`config.mk`:
```
export PLATFORM = sky130hd
export DESIGN_NAME = button_event_decoder
export DESIGN_NICKNAME = d
export VERILOG_FILES = /design/src/rtl/key_event_pkg.sv /design/src/rtl/event_timer.sv /design/src/rtl/button_event_decoder.sv
export SDC_FILE = /design/constraint.sdc
export NUM_CORES = 1
export LEC_CHECK = 0
export ABC_AREA = 1
export BUFFER_PORTS_ARGS = -buffer_cell sky130_fd_sc_hd__buf_2
export CAP_MARGIN = 15
export CORE_ASPECT_RATIO = 0.9
export CORE_UTILIZATION = 60
export DETAILED_ROUTE_END_ITERATION = 10
export PLACE_DENSITY_LB_ADDON = 0.1
export SYNTH_ARGS = -nofsm -noshare
export SYNTH_HDL_FRONTEND = slang
export SYNTH_HIERARCHICAL = 1
export SYNTH_SLANG_ARGS = --single-unit
```
`constraint.sdc`:
```
create_clock -name clk -period 3.7 [get_ports clk]
set_clock_uncertainty 0.05 [all_clocks]
set_input_delay 0.74 -clock clk [delete_from_list [all_inputs] [get_ports clk]]
set_output_delay 0.74 -clock clk [all_outputs]
set_load 0.02 [all_outputs]
```
`src/rtl/key_event_pkg.sv`:
```
// Shared key-input definitions: FSM state encodings and 50 MHz cycle-count defaults,
// common to the debouncer and the button event decoder.
package key_event_pkg;

  localparam logic [2:0] ST_IDLE   = 3'd0;
  localparam logic [2:0] ST_PRESS  = 3'd1;
  localparam logic [2:0] ST_WAIT2  = 3'd2;
  localparam logic [2:0] ST_PRESS2 = 3'd3;
  localparam logic [2:0] ST_HELD   = 3'd4;

  typedef enum logic [2:0] {
    IDLE   = ST_IDLE,
    PRESS  = ST_PRESS,
    WAIT2  = ST_WAIT2,
    PRESS2 = ST_PRESS2,
    HELD   = ST_HELD
  } state_e;

  localparam int CLK_HZ         = 50_000_000;
  localparam int LONG_CYC_DEF   = CLK_HZ;            // 1 s
  localparam int REPEAT_CYC_DEF = CLK_HZ / 5;        // 200 ms
  localparam int DBL_CYC_DEF    = (CLK_HZ / 10) * 3; // 300 ms

  function automatic int max3(input int a, input int b, input int c);
    int m;
    m = (a > b) ? a : b;
    return (m > c) ? m : c;
  endfunction

endpackage

```
`src/rtl/event_timer.sv`:
```
// Up-counter with clear/increment controls and a terminal-count compare against
// a term value chosen by the controlling FSM.
module event_timer #(
  parameter int TW = 8
) (
  input  logic          clk,
  input  logic          rst_n,
  input  logic          clr,
  input  logic          inc,
  input  logic [TW-1:0] term,
  output logic          tc
);

  logic [TW-1:0] count;

  always_ff @(posedge clk or negedge rst_n) begin
    if (!rst_n)   count <= '0;
    else if (clr) count <= '0;
    else if (inc) count <= count + 1'b1;
  end

  assign tc = (count == term);

endmodule

```
`src/rtl/button_event_decoder.sv`:
```
// Classifies debounced button presses into short, double, long and auto-repeat
// single-cycle event ticks.
module button_event_decoder
  import key_event_pkg::*;
#(
  parameter int LONG_CYC   = LONG_CYC_DEF,
  parameter int REPEAT_CYC = REPEAT_CYC_DEF,
  parameter int DBL_CYC    = DBL_CYC_DEF
) (
  input  logic clk,
  input  logic rst_n,
  input  logic db_level,
  output logic short_tick,
  output logic double_tick,
  output logic long_tick,
  output logic repeat_tick,
  output logic busy
);

  localparam int TW = $clog2(max3(LONG_CYC, REPEAT_CYC, DBL_CYC) + 1);
  // Disabled features get a harmless 0 terminal; their states never consult it.
  localparam logic [TW-1:0] LONG_T = TW'(LONG_CYC - 1);
  localparam logic [TW-1:0] REP_T  = TW'((REPEAT_CYC > 0) ? REPEAT_CYC - 1 : 0);
  localparam logic [TW-1:0] DBL_T  = TW'((DBL_CYC > 0) ? DBL_CYC - 1 : 0);

  state_e        state, state_n;
  logic          lvl_q, rise, fall;
  logic          t_clr, t_inc, tc;
  logic [TW-1:0] term;
  logic          short_n, double_n, long_n, repeat_n;

  assign rise = db_level & ~lvl_q;
  assign fall = ~db_level & lvl_q;
  assign busy = (state != IDLE);

  event_timer #(.TW(TW)) u_timer (
    .clk   (clk),
    .rst_n (rst_n),
    .clr   (t_clr),
    .inc   (t_inc),
    .term  (term),
    .tc    (tc)
  );

  always_comb begin
    state_n  = state;
    t_clr    = 1'b0;
    t_inc    = 1'b0;
    term     = '0;
    short_n  = 1'b0;
    double_n = 1'b0;
    long_n   = 1'b0;
    repeat_n = 1'b0;
    case (state)
      IDLE: begin
        t_clr = 1'b1;
        if (rise) state_n = PRESS;
      end
      PRESS: begin
        term = LONG_T;
        // The long condition needs the level high, so a coincident fall wins.
        if (db_level && tc) begin
          long_n  = 1'b1;
          state_n = HELD;
          t_clr   = 1'b1;
        end else if (fall) begin
          t_clr = 1'b1;
          if (DBL_CYC == 0) begin
            short_n = 1'b1;
            state_n = IDLE;
          end else begin
            state_n = WAIT2;
          end
        end else begin
          t_inc = 1'b1;
        end
      end
      WAIT2: begin
        term = DBL_T;
        if (rise) begin
          double_n = 1'b1;
          state_n  = PRESS2;
          t_clr    = 1'b1;
        end else if (tc) begin
          short_n = 1'b1;
          state_n = IDLE;
          t_clr   = 1'b1;
        end else begin
          t_inc = 1'b1;
        end
      end
      PRESS2: begin
        t_clr = 1'b1;
        if (fall) state_n = IDLE;
      end
      HELD: begin
        term = REP_T;
        if (fall) begin
          state_n = IDLE;
          t_clr   = 1'b1;
        end else if (REPEAT_CYC != 0) begin
          if (tc) begin
            repeat_n = 1'b1;
            t_clr    = 1'b1;
          end else begin
            t_inc = 1'b1;
          end
        end
      end
      default: begin
        state_n = IDLE;
        t_clr   = 1'b1;
      end
    endcase
  end

  always_ff @(posedge clk or negedge rst_n) begin
    if (!rst_n) begin
      state       <= IDLE;
      lvl_q       <= 1'b0;
      short_tick  <= 1'b0;
      double_tick <= 1'b0;
      long_tick   <= 1'b0;
      repeat_tick <= 1'b0;
    end else begin
      state       <= state_n;
      lvl_q       <= db_level;
      short_tick  <= short_n;
      double_tick <= double_n;
      long_tick   <= long_n;
      repeat_tick <= repeat_n;
    end
  end

endmodule

```
==> qor.yml, run 1 <==
drt_pre_antenna_iters: 7
min_path_type: "in -> async"
final_cell_mix: "104 x nand2_1, 63 x nor2_1, 46 x inv_1"
cts.clk_slew.worst_paths_ps: 70
port_buffers: 7
vias: 2322
routed_via_density: 5.363
muxShareOfSynthArea_pct: 0
synth-async-reset-ratio_pct: 100.0
post_cts_buffers: 0
cpMaxStageDelayCell: "inv_1"
grt_pass1_wl_mm: 9.570
drt_wl_total_mm: 5.845
pin_count: 8
ir_worst_vdd_v: 0.0002761
worstSetupPathType: "reg -> reg"
syn_area_um2: 2415
drt_iter0_drc: 226
synth-simple-area-share_pct: 41.40
cts_resized: 0
htreeDepth: 2
avgSynthCellArea_um2: 6.580
hold_buffers: 0
nets: 390
cts-root-buf: "clkbuf_8"
worst_slack_ps: 358.7
ant_nets: 0
ys_ff_latch: 34
initial_core_util_pct: 63.82
outcome: "finished clean"
coreArea_um2: 3784
area_delta_synth_final_pct: 9.844
powerDensity_nw_per_um2: 515.2
hold_viol_final: 0
max_freq_mhz: 299.3
synth_top_family_by_area: "simple AND/OR/NAND/NOR gates"
yosysSeqAreaShare_pct: 35.23
slew_violations: 0
path_cells: "inv_2 > nand2_1 > inv_1 > nand2_1 > buf_4 > nand2_1 > inv_1 > o21ai_0 > nor2_1 > nand2_1 > nor2_1 > nand2_1 > nor2_1 > buf_4 > nor3_1 > nor2_4 > inv_1 > o21ai_0 > a21oi_1"
worst_hold_slack_ps: 477.3
antenna_cells: 0
die_area_um2: 4283
route.detailed.drc: 0
synth_edf_count: 0
total_leakage_power_nw: 1.201
synthAdderAreaFrac_pct: 0.5181
cap_viol_max_count: 0
cp_data_arrival_time_ps: 3510
num-fill-cells: 338
wire_per_inst_um: 13.50
ys.flop_type: "dfrtp_1"
cp_max_fo: 23
synth_warnings: 6
end_kind: "flip-flop"
synth_cells: 367
gp_congestion: 0.9238
ys_types: 29
relSlewSlack_pct: 48.10
start_kind: "flip-flop"
drive_gt1_share_pct: 14.47
cts_buffer_depth: 2
die_h_um: 62.19
preCtsSetupSlack_ps: 117.9
grt_overflow: 0
finalCritPeriodShare_pct: 90.31
grt_use_total_pct: 30.25
crit_top_cell: "nand2_1"
num_rows: 21
cts_tree: "yes"
required_ps: 3860
synthXorXnorAreaFrac_pct: 5.440
cts_sinks: 34
critical-path-max-stage-delay_ps: 540
path_buf_inv: 6
worst_pin_slew_ps: 778.5
cpLargestDelayFamily: "simple AND/OR/NAND/NOR gates"
grt_max_degree: 35
synth_compound_area_share_pct: 8.342
setup_viol: 0
layout_commonest_cell: "nand2_1"
grt_pass1_vias: 2142
die_x_um: 68.87
clk-insertion-delay-late_ps: 290
antenna_found_initial: 0
period_needed_ps: 3341
cts_made_buffers: 5
dp_hpwl_mm: 4.387
## registers in the layout (all words and copies together) (netlist names)
name / count
long_tick: 1
repeat_tick: 1
short_tick: 1
u_timer/count: 26
lvl_q: 1
state: 3
double_tick: 1
## cell families (layout without fill, tap and decap cells)
group | Yosys count | after routing
simple gates | 223 | 223
buf+inv | 55 | 72
compound gates | 38 | 38
flops | 34 | 34
xor+xnor | 15 | 15
fa+ha+maj | 1 | 1
other cells | 1 | 4
## cell type report
type	instances	area (µm²)	area share, %
repair buffers	12	72.57	2.736
well taps	46	57.56	2.170
clock inverters	1	5.005	0.1887
flip-flops and latches	34	853.3	32.17
inverters	52	197.7	7.453
clock buffers	7	86.33	3.255
multi-input cells	281	1380	52.03
## Yosys cell counts (2+ instances only)
library cell | instances | share of area (%)
o21ai_2 | 2 | 0.73
and2_1 | 2 | 0.52
a21oi_1 | 16 | 3.3
nor2_2 | 9 | 2.3
nand3_1 | 19 | 3.9
nor3_1 | 6 | 1.2
nand4_1 | 2 | 0.52
nor2_4 | 6 | 2.8
xnor2_1 | 13 | 4.7
inv_1 | 47 | 7.3
o21ai_0 | 15 | 3.1
inv_2 | 5 | 0.78
dfrtp_1 | 34 | 35
nand3_2 | 2 | 0.83
nand2_1 | 104 | 16
xor2_1 | 2 | 0.73
nand2_2 | 7 | 1.8
nor2_1 | 63 | 9.8
o21ai_1 | 3 | 0.62
## power breakdown
group | internal (W) | switching [W]
sequential | 0.000393 | 0.0000252
combinational | 0.000227 | 0.000435
clock | 0.000150 | 0.000136
total | 0.000770 | 0.000596
## stage by stage
stage          power [W]  instances  utilization, %  TNS, ps  cell area (µm²)
6_report        0.001367        433           70.11        0             2653
2_1_floorplan  0.0009309        370               -        0             2426
3_5_place_dp    0.001053        425           67.03        0             2536
5_1_grt         0.001478        433           70.11   -5.124             2653
3_3_place_gp    0.001039        425           67.03        0             2536
4_1_cts         0.001342        433           69.44        0             2628
## final timing paths
| kind | slack [ps] | end | cells past startpoint | startpoint |
|---|---|---|---|---|
| min in group clk | 520 | u_timer/count[12] | 1 | u_timer/count[12] |
| hold reg to reg | 520 | u_timer/count[12] | 1 | u_timer/count[12] |
| setup / recovery | 360 | u_timer/count[12] | 19 | state[1] |
| hold / removal | 480 | u_timer/count[22] | 1 | rst_n |
| max in group asynchronous | 2580 | state[0] | 1 | rst_n |
| setup reg to reg | 360 | u_timer/count[12] | 19 | state[1] |
## metal layers
layer  up-vias  part of all wire, %  wire (µm)  GRT usage, %
met1      1081                   47       2737         43.31
met5         -                    0          0             0
met4         0                  1.1         65         10.97
met2        73                   46       2689         45.39
met3         7                  6.0        353         4.779
li1       1161                    -          -             -
(Power assumes the default switching activity.)
==> run 2: changes to the inputs <==
- RECOVER_POWER: unset -> 50
==> run 2 against run 1 <==
The run now ends with max-capacitance violations, max-slew violations left. Highest routed layer unchanged. Critical path depth unchanged. Wire length decreased by 0.31%. Flip-flop and latch count stayed put.
==> qor.yml, run 2 (synthesis results as in run 1) <==
placed_cell_area_um2: 2536  # unchanged
cts_buffer_depth: 2  # unchanged
cts-root-buf: "clkbuf_8"
final_cell_mix: "104 x nand2_1, 63 x nor2_1, 46 x inv_1"
vias: 2326  # +0.17%
finalNonFillerCells: 433  # unchanged
routed-wl-met2_mm: 2.676  # -0.48%
wire_per_inst_um: 13.46  # -0.31%
grt_pass1_vias: 2142  # unchanged
start_kind: "flip-flop"
preCtsSetupSlack_ps: 117.9  # unchanged
drt_pre_antenna_iters: 5  # -2
grt_pass1_wl_mm: 9.570  # unchanged
required_ps: 3860  # about the same
cts_sinks: 34  # unchanged
grt_max_degree: 35  # unchanged
max_freq_mhz: 300.5  # +0.39%
min_path_type: "reg -> reg"
wl_met3_um: 342  # -3.1%
pin_count: 8  # unchanged
ant_nets: 0  # unchanged
gp_congestion: 0.9238  # unchanged
final_design_area_no_fill_um2: 2650  # about the same
post_cts_buffers: 0  # unchanged
pwr-share-seq_pct: 30.6  # about the same
nets: 390  # unchanged
drive_gt1_share_pct: 13.95  # -0.52 points
htreeDepth: 2  # unchanged
worst_hold_slack_ps: 522.0  # +44.69 ps
drt_wl_total_mm: 5.827  # -0.31%
reg_top3: "u_timer/count x26, state x3"
slew_violations: 35  # +35
powerDensity_nw_per_um2: 515.7  # about the same
end_kind: "flip-flop"
hold_viol_final: 0  # unchanged
num_rows: 21  # unchanged
top_register: "u_timer/count"
die_x_um: 68.87  # unchanged
outcome: "finished, violations left"
p_int_w: 0.0007700  # about the same
period_needed_ps: 3328  # -13.01 ps
coreArea_um2: 3784  # unchanged
cts_made_buffers: 5  # unchanged
violations: "max-capacitance violations, max-slew violations"
cap_viol_max_count: 1  # +1
layout_commonest_cell: "nand2_1"
finalCritPeriodShare_pct: 89.95  # -0.35 points
p_sw_share_pct: 43.66  # about the same
port_buffers: 7  # unchanged
clockPowerShare_pct: 20.9  # about the same
drt_iter0_drc: 225  # -0.44%
num-fill-cells: 337  # -0.30%
antenna_cells: 0  # unchanged
ir_worst_vdd_v: 0.0002766  # +0.18%
p_comb_share_pct: 48.5  # about the same
clk-insertion-delay-late_ps: 290  # about the same
setup_viol: 0  # unchanged
cts.clk_slew.worst_paths_ps: 70  # about the same
routed_via_density: 5.372  # +0.17%
cts_tree: "yes"
area_delta_synth_final_pct: 9.741  # about the same
dp_hpwl_mm: 4.387  # unchanged
largest_reg_flops: 26  # unchanged
initial_core_util_pct: 63.82  # unchanged
relSlewSlack_pct: -23.89  # -72 points
p_switching_w: 0.0005966  # about the same
route.detailed.drc: 0  # unchanged
highest_layer: "met4"
total_leakage_power_nw: 1.196  # -0.46%
grt_use_total_pct: 30.25  # unchanged
cp_max_fo: 23  # unchanged
cp_data_arrival_time_ps: 3490  # -20 ps
placedCellCount: 425  # unchanged
grt_overflow: 0  # unchanged
worst_slack_ps: 371.7  # +13.01 ps
worst_pin_slew_ps: 1858  # +1080 ps
antenna_found_initial: 0  # unchanged
worstSetupPathType: "reg -> reg"
die_area_um2: 4283  # unchanged
wl_met1_mm: 2.735  # about the same
die_h_um: 62.19  # unchanged
==> run 2: critical path, cell delays in order, from the launching register on <==
cell and delay (ps):
dfrtp_2 450, inv_2 90, nand2_1 80, inv_1 60, nand2_1 80, buf_4 160
nand2_1 170, inv_1 80, o21ai_0 170, nor2_1 70, nand2_1 70, nor2_1 40
nand2_1 60, nor2_1 50, buf_4 140, nor3_1 390, nor2_4 130, inv_1 540
o21ai_0 220, a21oi_1 160
==> run 2: stage by stage <==
step | utilization, % | total power [W] | TNS (ps)
6_report | 70.04 | 0.001367 | 0
4_1_cts | 69.44 | 0.001342 | 0
5_1_grt | 70.04 | 0.001477 | -12.84
3_3_place_gp | 67.03 | 0.001039 | 0
3_5_place_dp | 67.03 | 0.001053 | 0
2_1_floorplan | - | 0.0009309 | 0
==> run 2: final timing paths <==
path | start | to | slack [ps] | depth (start not counted)
hold reg to reg | u_timer/count[12] | u_timer/count[12] | 520 | 1
hold / removal | u_timer/count[12] | u_timer/count[12] | 520 | 1
setup reg to reg | state[1] | u_timer/count[12] | 370 | 19
max in group asynchronous | rst_n | state[0] | 1490 | 1
setup / recovery | state[1] | u_timer/count[12] | 370 | 19
min in group asynchronous | rst_n | u_timer/count[22] | 900 | 1
==> run 2: layout make-up <==
type / instances / area (µm²) / share of cell area (%)
Multi-Input combinational cell: 281 / 1380 / 52.08
Sequential cell: 34 / 853.3 / 32.20
Inverter: 52 / 197.7 / 7.460
Clock buffer: 7 / 86.33 / 3.258
Timing Repair Buffer: 12 / 70.07 / 2.644
Tap cell: 46 / 57.56 / 2.172
Clock inverter: 1 / 5.005 / 0.1889
==> run 2: routing by layer <==
layer | vias to the layer above | global-route usage [%]
met2 | 73 | 45.39
li1 | 1161 | -
met4 | 0 | 10.97
met3 | 9 | 4.779
met5 | - | 0
met1 | 1083 | 43.31
==> run 2: power groups by stage <==
stage / Combinational [W] / Sequential, W / Clock [W]
after global placement: 0.000618 / 0.000421 / 0
final: 0.000662 / 0.000418 / 0.000286
after floorplan: 0.000513 / 0.000418 / 0
after detailed placement: 0.000632 / 0.000421 / 0
after CTS: 0.000634 / 0.000414 / 0.000294
after global routing: 0.000750 / 0.000423 / 0.000305
==> run 2: repair_timing <==
item / 4_1_cts / 5_1_grt
resized for setup: 0 / 8
endpoints found under the setup margin: 0 / 26
hold buffers: 0 / 0
